[src/rtl/fwd_hazard_unit.sv]
// fwd_hazard_unit
//
// Forwarding and load-use hazard controller that sits beside the decode stage.
// It keeps a shift-register record of in-flight producers: entry 0 is the EX
// stage and entry DEPTH-1 is the oldest stage. For each source operand and each
// byte lane it picks the youngest producer that writes that lane. It stalls
// decode when that producer is a load whose data is not yet available.
//
// Ports:
//   clk, rst_n       clock, asynchronous active-low reset
//   id_valid         decode holds a real instruction
//   id_rs, id_rt     source register indices (operand A / operand B)
//   id_rd, id_we     destination index and write enable
//   id_be            byte lanes written by the decode instruction
//   id_load          decode instruction is a load
//   flush            squash all in-flight entries and the decode instruction
//   stall            hold IF/ID (combinational)
//   rs_sel, rt_sel   per-lane mux selects, lane k at [k*SELW +: SELW];
//                    0 = register file, i+1 = scoreboard entry i
//   ex_valid         entry 0 holds a real instruction
//   stall_cnt        saturating count of stall cycles
module fwd_hazard_unit #(
  parameter int RBITS    = 5,
  parameter int LANES    = 4,
  parameter int DEPTH    = 3,
  parameter int LOAD_LAT = 1,
  localparam int SELW    = $clog2(DEPTH + 1)
) (
  input  logic                  clk,
  input  logic                  rst_n,
  input  logic                  id_valid,
  input  logic [RBITS-1:0]      id_rs,
  input  logic [RBITS-1:0]      id_rt,
  input  logic [RBITS-1:0]      id_rd,
  input  logic                  id_we,
  input  logic [LANES-1:0]      id_be,
  input  logic                  id_load,
  input  logic                  flush,
  output logic                  stall,
  output logic [LANES*SELW-1:0] rs_sel,
  output logic [LANES*SELW-1:0] rt_sel,
  output logic                  ex_valid,
  output logic [15:0]           stall_cnt
);

  // Scoreboard entries, index 0 = youngest (EX), DEPTH-1 = oldest.
  logic [DEPTH-1:0] ent_v;
  logic [DEPTH-1:0] ent_we;
  logic [DEPTH-1:0] ent_ld;
  logic [RBITS-1:0] ent_rd [DEPTH];
  logic [LANES-1:0] ent_be [DEPTH];

  logic [DEPTH-1:0] is_prod;
  logic [LANES-1:0] rs_blk;
  logic [LANES-1:0] rt_blk;
  logic             rs_hit;
  logic             rt_hit;

  // An entry only counts as a producer when it really writes a non-zero
  // register. Because rd != 0 is required here, a source of r0 can never
  // match and always falls back to the register file.
  always_comb begin
    is_prod = '0;
    for (int i = 0; i < DEPTH; i++) begin
      is_prod[i] = ent_v[i] && ent_we[i] && (ent_rd[i] != '0);
    end
  end

  // Per-lane youngest-match search. The hit flags stop the scan at the first
  // matching entry. When that entry is a load that is still too young, the
  // lane is blocked and older entries must not be used: their data is stale.
  always_comb begin
    rs_sel = '0;
    rt_sel = '0;
    rs_blk = '0;
    rt_blk = '0;
    rs_hit = 1'b0;
    rt_hit = 1'b0;
    for (int k = 0; k < LANES; k++) begin
      rs_hit = 1'b0;
      rt_hit = 1'b0;
      for (int i = 0; i < DEPTH; i++) begin
        if (!rs_hit && is_prod[i] && (ent_rd[i] == id_rs) && ent_be[i][k]) begin
          rs_hit = 1'b1;
          if (ent_ld[i] && (i < LOAD_LAT)) begin
            rs_blk[k] = 1'b1;
          end else begin
            rs_sel[k*SELW +: SELW] = SELW'(i + 1);
          end
        end
        if (!rt_hit && is_prod[i] && (ent_rd[i] == id_rt) && ent_be[i][k]) begin
          rt_hit = 1'b1;
          if (ent_ld[i] && (i < LOAD_LAT)) begin
            rt_blk[k] = 1'b1;
          end else begin
            rt_sel[k*SELW +: SELW] = SELW'(i + 1);
          end
        end
      end
    end
  end

  assign stall    = id_valid && !flush && ((|rs_blk) || (|rt_blk));
  assign ex_valid = ent_v[0];

  // Each cycle the entries age by one stage. A stall inserts a bubble behind
  // the load, so the load simply walks towards LOAD_LAT and the stall
  // releases on its own without any extra state.
  always_ff @(posedge clk or negedge rst_n) begin
    if (!rst_n) begin
      ent_v  <= '0;
      ent_we <= '0;
      ent_ld <= '0;
      for (int i = 0; i < DEPTH; i++) begin
        ent_rd[i] <= '0;
        ent_be[i] <= '0;
      end
    end else if (flush) begin
      ent_v  <= '0;
      ent_we <= '0;
      ent_ld <= '0;
      for (int i = 0; i < DEPTH; i++) begin
        ent_rd[i] <= '0;
        ent_be[i] <= '0;
      end
    end else begin
      for (int i = DEPTH - 1; i > 0; i--) begin
        ent_v[i]  <= ent_v[i-1];
        ent_we[i] <= ent_we[i-1];
        ent_ld[i] <= ent_ld[i-1];
        ent_rd[i] <= ent_rd[i-1];
        ent_be[i] <= ent_be[i-1];
      end
      if (stall) begin
        ent_v[0]  <= 1'b0;
        ent_we[0] <= 1'b0;
        ent_ld[0] <= 1'b0;
        ent_rd[0] <= '0;
        ent_be[0] <= '0;
      end else begin
        ent_v[0]  <= id_valid;
        ent_we[0] <= id_we;
        ent_ld[0] <= id_load;
        ent_rd[0] <= id_rd;
        ent_be[0] <= id_be;
      end
    end
  end

  // Flush does not clear the counter; only reset does.
  always_ff @(posedge clk or negedge rst_n) begin
    if (!rst_n) begin
      stall_cnt <= '0;
    end else if (stall && (stall_cnt != 16'hFFFF)) begin
      stall_cnt <= stall_cnt + 16'd1;
    end
  end

endmodule

[config.mk]
export PLATFORM = sky130hd
export DESIGN_NAME = fwd_hazard_unit
export DESIGN_NICKNAME = d
export VERILOG_FILES = /design/src/rtl/fwd_hazard_unit.sv
export SDC_FILE = /design/constraint.sdc
export NUM_CORES = 1
export LEC_CHECK = 0
export BUFFER_PORTS_ARGS = -buffer_cell sky130_fd_sc_hd__clkbuf_2
export CAP_MARGIN = 15
export CORE_MARGIN = 3
export CORE_UTILIZATION = 54
export CTS_CLUSTER_SIZE = 40
export DETAILED_ROUTE_END_ITERATION = 12
export GPL_TIMING_DRIVEN = 0
export MAX_ROUTING_LAYER = met4
export PLACE_DENSITY = 0.81
export SYNTH_ARGS = -nofsm -noshare
export SYNTH_HDL_FRONTEND = slang
export SYNTH_SLANG_ARGS = --single-unit
[constraint.sdc]
create_clock -name clk -period 3.85 [get_ports clk]
set_input_delay 0.1925 -clock clk [delete_from_list [all_inputs] [get_ports clk]]
set_output_delay 0.1925 -clock clk [all_outputs]
set_load 0.02 [all_outputs]
==> results.toml, run 1 <==
[status]
status = "finished clean"

[grt]
grt_pass1_vias = 2131
grt_pass1_wl_um = 9740
antenna_found_initial = 0
overflow = 0
grt_usage_pct = 21.6
grt_max_degree = 30

[timing]
hold_viol_final = 0
slew_headroom_pct = 56.9
fin_crit_sh_pct = 63.0
rsz0062_at_grt = "no"
fin_ws_ps = 1420
report.final.slew_viol_count = 0
worst_pin_slew_ps = 638
timing.setup.tns_ps = 0
fin_skew_ps = 6.34
max_freq_mhz = 412
setup_viol = 0
min_period_ps = 2430

[cts]
cts_buffers = 5
cts_tree = "yes"
cts_setup_buffers = 0
clk_pin_slew_ps = 80
clockBufferDepth = 2
clock_latency_ps = 300
postCtsHoldBufs = 1
clock-sinks = 50
cts_resized = 0
htree_levels = 2
root_buffer = "clkbuf_8"

[drt]
vias = 2043
drc = 0
postRouteWirelength_um = 5580
drt_iter0_markers = 97
wire_per_inst_um = 14.6
top_layer = "met4"
dr.pass1.iters = 4
wl_met3_um = 254
viasPerCell = 5.33
ant_nets = 0
met1_length_um = 2340
routed-wl-met2_um = 2890

[critical_path]
crit_arrival_ps = 2230
crit_type = "reg -> out"
worst-path-max-fanout = 8
crit_path_start_kind = "flip-flop"
cp-end-kind = "primary output"
worstPathRequired_ps = 3660

[placement]
place_ws_ps = 1750
gp_congestion = 0.819
portBuffers = 58
place_area_sq_um = 3030
place_hpwl_um = 4410

[floorplanning]
fp.dieH_um = 75.9
rows = 24
pin_count = 59
coreArea_sq_um = 4530
die_w_um = 75.9
die-area_sq_um = 5760
start_util_pct = 58.2

[power_and_ir_drop]
power.leakage_nw = 1.53
power_density_nw_per_um2 = 321
peakVddDrop_uv = 173

[synth]
synthesis.area_sq_um = 2640
synth-seq-area-share_pct = 47.4
yosysMostFrequentCell = "dfrtp_1"
async_reset_ff_share_pct = 100
synth_top_area_share_pct = 47.4
ys.flop_type = "dfrtp_1"
synth_warnings = 0
synthDistinctLibCells = 40
synth_nets = 276
synth_edf_count = 0
synthTopCellsByArea = "dfrtp_1 (47%), xnor2_1 (8.0%), xor2_1 (6.6%)"
avgSynthCellArea_sq_um = 10.6
syn_inst = 250
synth_top_cell_by_area = "dfrtp_1"
yosys-top-cells-count = "dfrtp_1 (50), xnor2_1 (24), nor2b_1 (23)"
synth_seq_cells = 50

[layout]
ff_latch_area_sq_um = 1250
antennaDiodeCount = 0
area_delta_synth_final_pct = 19.4
nets = 343
multi_input_area_sq_um = 1350
fillers = 362
drive_above_1_share_pct = 26.4
design_area_sq_um = 3150

[min_path]
worstHoldPathType = "in -> reg"

[run]
drv_cap = 0
sequential cells by signal (all words and copies together), names as in the netlist:
register and count:
stall_cnt 16, ent_rd 15, ent_ld 1, ent_we 3
ent_v 3, ent_be 12
area by class of cell:
cell class	count	area share, %
inverters	4	0.477
plain buffers	3	0.596
clock buffers	6	2.30
multi-input cells	193	43.0
well taps	65	2.58
clock inverters	2	1.19
repair buffers	60	10.2
flip-flops and latches	50	39.7
critical path, stage by stage (launching register included):
cell,delay [ps]
dfrtp_1,440
or4_4,560
o211a_2,300
and3_1,210
nor2_1,120
a22o_1,140
clkbuf_2,160
cell usage in the layout, fill, tap and decap left out, types with 2 or more instances in the layout:
cell type / synthesis / final
nand2_1: 17 / 17
a21oi_1: 8 / 8
nor2_1: 16 / 16
clkbuf_8: 0 / 5
and3_1: 9 / 9
nor3_4: 2 / 2
nor2b_1: 23 / 23
nor3_1: 4 / 4
inv_1: 4 / 4
nand2b_1: 2 / 2
and2_1: 13 / 13
nand4_1: 5 / 5
xor2_1: 20 / 20
dfrtp_1: 50 / 50
xnor2_1: 24 / 24
and4_1: 3 / 3
nor3_2: 5 / 5
clkbuf_2: 0 / 58
nand3_1: 15 / 15
a22o_1: 7 / 7
clkbuf_1: 2 / 3
per-stage QoR:
stage               cells  util, %  hold slack, ps  power [mW]
floorplan             250        -            -103       0.613
CTS                   383     69.5            74.3        1.02
finish                383     69.5            90.1        1.01
detailed placement    374     66.8             216       0.658
global placement      373     66.4             401       0.651
global route          383     69.5            84.3        1.06
cell families after synthesis:
family / after synthesis / synth area share (%)
buffers and inverters: 7 / 1.28
xor gates and xnor gates: 44 / 14.6
muxes: 2 / 0.996
AOI/OAI and AO/OA: 26 / 8.82
adders and majority gates: 1 / 0.474
DFF: 50 / 47.4
and+or+nand+nor: 120 / 26.4
report_power, final:
| part | internal [mW] | total [mW] | leakage [nW] | switching, mW |
|---|---|---|---|---|
| clock | 0.194 | 0.365 | 0.0514 | 0.171 |
| combinational | 0.0427 | 0.0947 | 0.809 | 0.0520 |
| sequential | 0.539 | 0.552 | 0.672 | 0.0136 |
| total | 0.775 | 1.01 | 1.53 | 0.237 |
final timing paths:
kind,from,cells after the start,slack [ps],end
min in group asynchronous,rst_n,2,420,ent_rd[3]
min,id_rd[4],2,90,ent_rd[14]
max in group asynchronous,rst_n,3,2870,stall_cnt[15]
max reg2reg,stall_cnt[0],7,1780,stall_cnt[11]
max,ent_rd[11],6,1420,rt_sel[0]
min reg2reg,ent_v[1],1,510,ent_v[2]
metal layers:
layer,track usage (%),vias to the layer above
met5,-,-
met4,7.61,0
met3,4.98,9
met2,38.0,47
met1,24.2,998
li1,-,989
Power figures use the tool's default switching activity.
==> run 2, diff against run 1 <==
ABC_AREA = 1   (was not set)
PLACE_DENSITY = 0.79   (was 0.81)
clock period = 2.3 ns   (was 3.85 ns; I/O delays follow)
==> run 2 against run 1 <==
Compared with the run above: design area grew 13%; worst setup slack got worse by 1300 ps; non-clock buffer count up 6; hold slack got worse by 81 ps; clock power is 100% higher; synthesized cell count up 62%; sequential cell count is the same; critical path depth up 6; sequential power grew 67%; area after synthesis increased by 13%; final cell count rose by 42%.
==> results.toml, run 2 <==
[critical_path]
worstPathRequired_ps = 2180
crit_path_start_kind = "flip-flop"
cp_num_buf_inv = 4
rrSetupSlack_ps = 280
rr_endpoint = "stall_cnt[0]"
crit_type = "reg -> out"
worst_path_dominant_cell_family = "simple AND/OR/NAND/NOR gates"
cpMaxStageDelayCell = "dfrtp_1"
r2r_cells = 10
cp-end-kind = "primary output"
crit_path_cell_trace = "inv_1, nand2_1, nand2_1, nor2_2, nand3_2, nor2_4, buf_4, o41ai_2, nand2_4, nand3_4, inv_1, clkbuf_2"
regToRegStartpoint = "stall_cnt[0]"
worst-path-max-fanout = 5
crit_arrival_ps = 2050
critPathMaxStageDelay_ps = 420

[drt]
wl_met3_um = 315
drc = 0
vias = 2746
met1_length_um = 3020
top_layer = "met4"
dr.pass1.iters = 4
viasPerCell = 5.04
drt_iter0_markers = 195
wire_per_inst_um = 12.8
postRouteWirelength_um = 6990
routed-wl-met2_um = 3480
ant_nets = 0

[synth]
synth_top_cell_by_area = "dfrtp_1"
avgSynthCellArea_sq_um = 7.33
synth_top_family_by_area = "simple AND/OR/NAND/NOR gates"
synthSimpleGateAreaFrac_pct = 34.4
yosys-top-cells-count = "nand2_1 (109), inv_1 (67), nor2_1 (55)"
synth-seq-area-share_pct = 42.1
synth.area.mux_share_pct = 0
ys.flop_type = "dfrtp_1"
synthDistinctLibCells = 30
async_reset_ff_share_pct = 100
syn_inst = 406
synthesis.area_sq_um = 2980
synth_edf_count = 0
synthTopCellsByArea = "dfrtp_1 (42%), nand2_1 (14%), inv_1 (8.5%)"
synth_warnings = 0
synth_top_area_share_pct = 42.1
synth_fa_ha_area_share_pct = 0.421
synthXorXnorAreaFrac_pct = 8.83
synth_seq_cells = 50
synth-compound-area-share_pct = 3.99
synth_nets = 432
yosysMostFrequentCell = "nand2_1"

[cts]
clockBufferDepth = 2
root_buffer = "clkbuf_8"
cts_buffers = 5
cts_tree = "yes"
clock-sinks = 50
htree_levels = 2
clk_pin_slew_ps = 100
clock_latency_ps = 310

[grt]
overflow = 0
grt_max_degree = 33
grt_pass1_wl_um = 11600
antenna_found_initial = 0
grt_usage_pct = 23.8
grt_pass1_vias = 2591

[min_path]
whs_path_depth = 3
holdCritStartpoint = "id_be[0]"
hold_path_end = "ent_be[8]"
worstHoldPathType = "in -> reg"

[power_and_ir_drop]
peakVddDrop_uv = 322
power.leakage_nw = 1.94
power_density_nw_per_um2 = 517

[layout]
largest_register = "stall_cnt"
drive_above_1_share_pct = 19.2
top_regs = "stall_cnt: 16 flops, ent_rd: 15 flops, ent_be: 12 flops"
area_delta_synth_final_pct = 19.5
final_common_cell = "nand2_1"
layout_common_cells = "nand2_1 (107), inv_1 (67), clkbuf_2 (58), nor2_1 (53), dfrtp_1 (50)"
utilization_pct = 68.3
antennaDiodeCount = 0
largest_reg_flops = 16
nets = 500
fillers = 457

[placement]
place_hpwl_um = 5460
gp_congestion = 0.927
portBuffers = 57
place_ws_ps = 220

[floorplanning]
start_util_pct = 57.2
rows = 26
pin_count = 59
coreArea_sq_um = 5200
die-area_sq_um = 6440
fp.dieH_um = 80.2
die_w_um = 80.2

[timing]
report.final.slew_viol_count = 0
slew_headroom_pct = 62.3
hold_viol_final = 0
max_freq_mhz = 461
hold_slack_ps = 8.86
fin_ws_ps = 130
fin_skew_ps = 13.1
min_period_ps = 2170
setup_viol = 0
worst_pin_slew_ps = 560
fin_crit_sh_pct = 94.3

[run]
drv_cap = 0

[status]
status = "finished clean"
==> run 2: worst reg2reg max path, cell delays in order (launching register included) <==
cell     delay (ps)
dfrtp_1         440
ha_1            210
nand2_1          80
nor2_1          160
nand3_1         180
nor2_1          200
nand3_1         140
nor4_1          250
nor2_1          150
nand2_1          80
nand2_1          50
==> run 2: worst max-delay path by stage <==
stage | start | end | slack (ps) | cells after the start
after floorplan | ent_rd[2] | rs_sel[6] | 460 | 4
after global placement | ent_rd[3] | rs_sel[4] | 240 | 5
after detailed placement | ent_rd[1] | rs_sel[6] | 220 | 6
after CTS | ent_rd[3] | rs_sel[6] | 130 | 5
after global routing | ent_rd[10] | stall | -10 | 12
final | ent_rd[10] | stall | 130 | 12
==> run 2: power by group <==
group / switching (mW) / internal (mW)
clock network: 0.306 / 0.436
registers: 0.0229 / 0.902
logic: 0.109 / 0.0630
==> run 2: logic make-up (layout without fill, tap and decap cells) <==
family	count (synthesis)	after routing
adders and majority gates	1	1
AOI/OAI and AO/OA	17	17
DFF	50	50
buffers and inverters	79	148
xor gates and xnor gates	30	30
and+or+nand+nor	229	229
==> run 2: what timing repair did <==
action	in CTS	in global routing
gates resized for setup	1	5
hold buffers	2	0
pin swaps	0	1
setup buffers	0	1
hold endpoints to repair	19	0
endpoints found under the setup margin	8	4
==> run 2: metal layers <==
| layer | vias up | GRT usage, % |
|---|---|---|
| met4 | 0 | 8.61 |
| met2 | 69 | 40.1 |
| li1 | 1388 | - |
| met3 | 16 | 3.92 |
| met1 | 1273 | 28.9 |
| met5 | - | - |
==> run 2: cell type report <==
class	instances	area (sq um)	area share (%)
tap	70	87.6	2.46
clock inverter	3	68.8	1.94
timing repair buffer	61	333	9.36
clock buffer	5	68.8	1.94
inverter	71	267	7.50
multi-input combinational	277	1440	40.4
buffer	8	41.3	1.16
sequential	50	1250	35.2
==> run 2: through the flow <==
| stage | power [mW] | area [sq um] | cells | setup TNS, ps |
|---|---|---|---|---|
| 2_1_floorplan | 1.03 | 2980 | 406 | 0 |
| 3_3_place_gp | 1.10 | 3350 | 533 | 0 |
| 3_5_place_dp | 1.11 | 3370 | 534 | 0 |
| 4_1_cts | 1.85 | 3530 | 544 | 0 |
| 5_1_grt | 1.92 | 3550 | 545 | -13.3 |
| 6_report | 1.84 | 3550 | 545 | 0 |
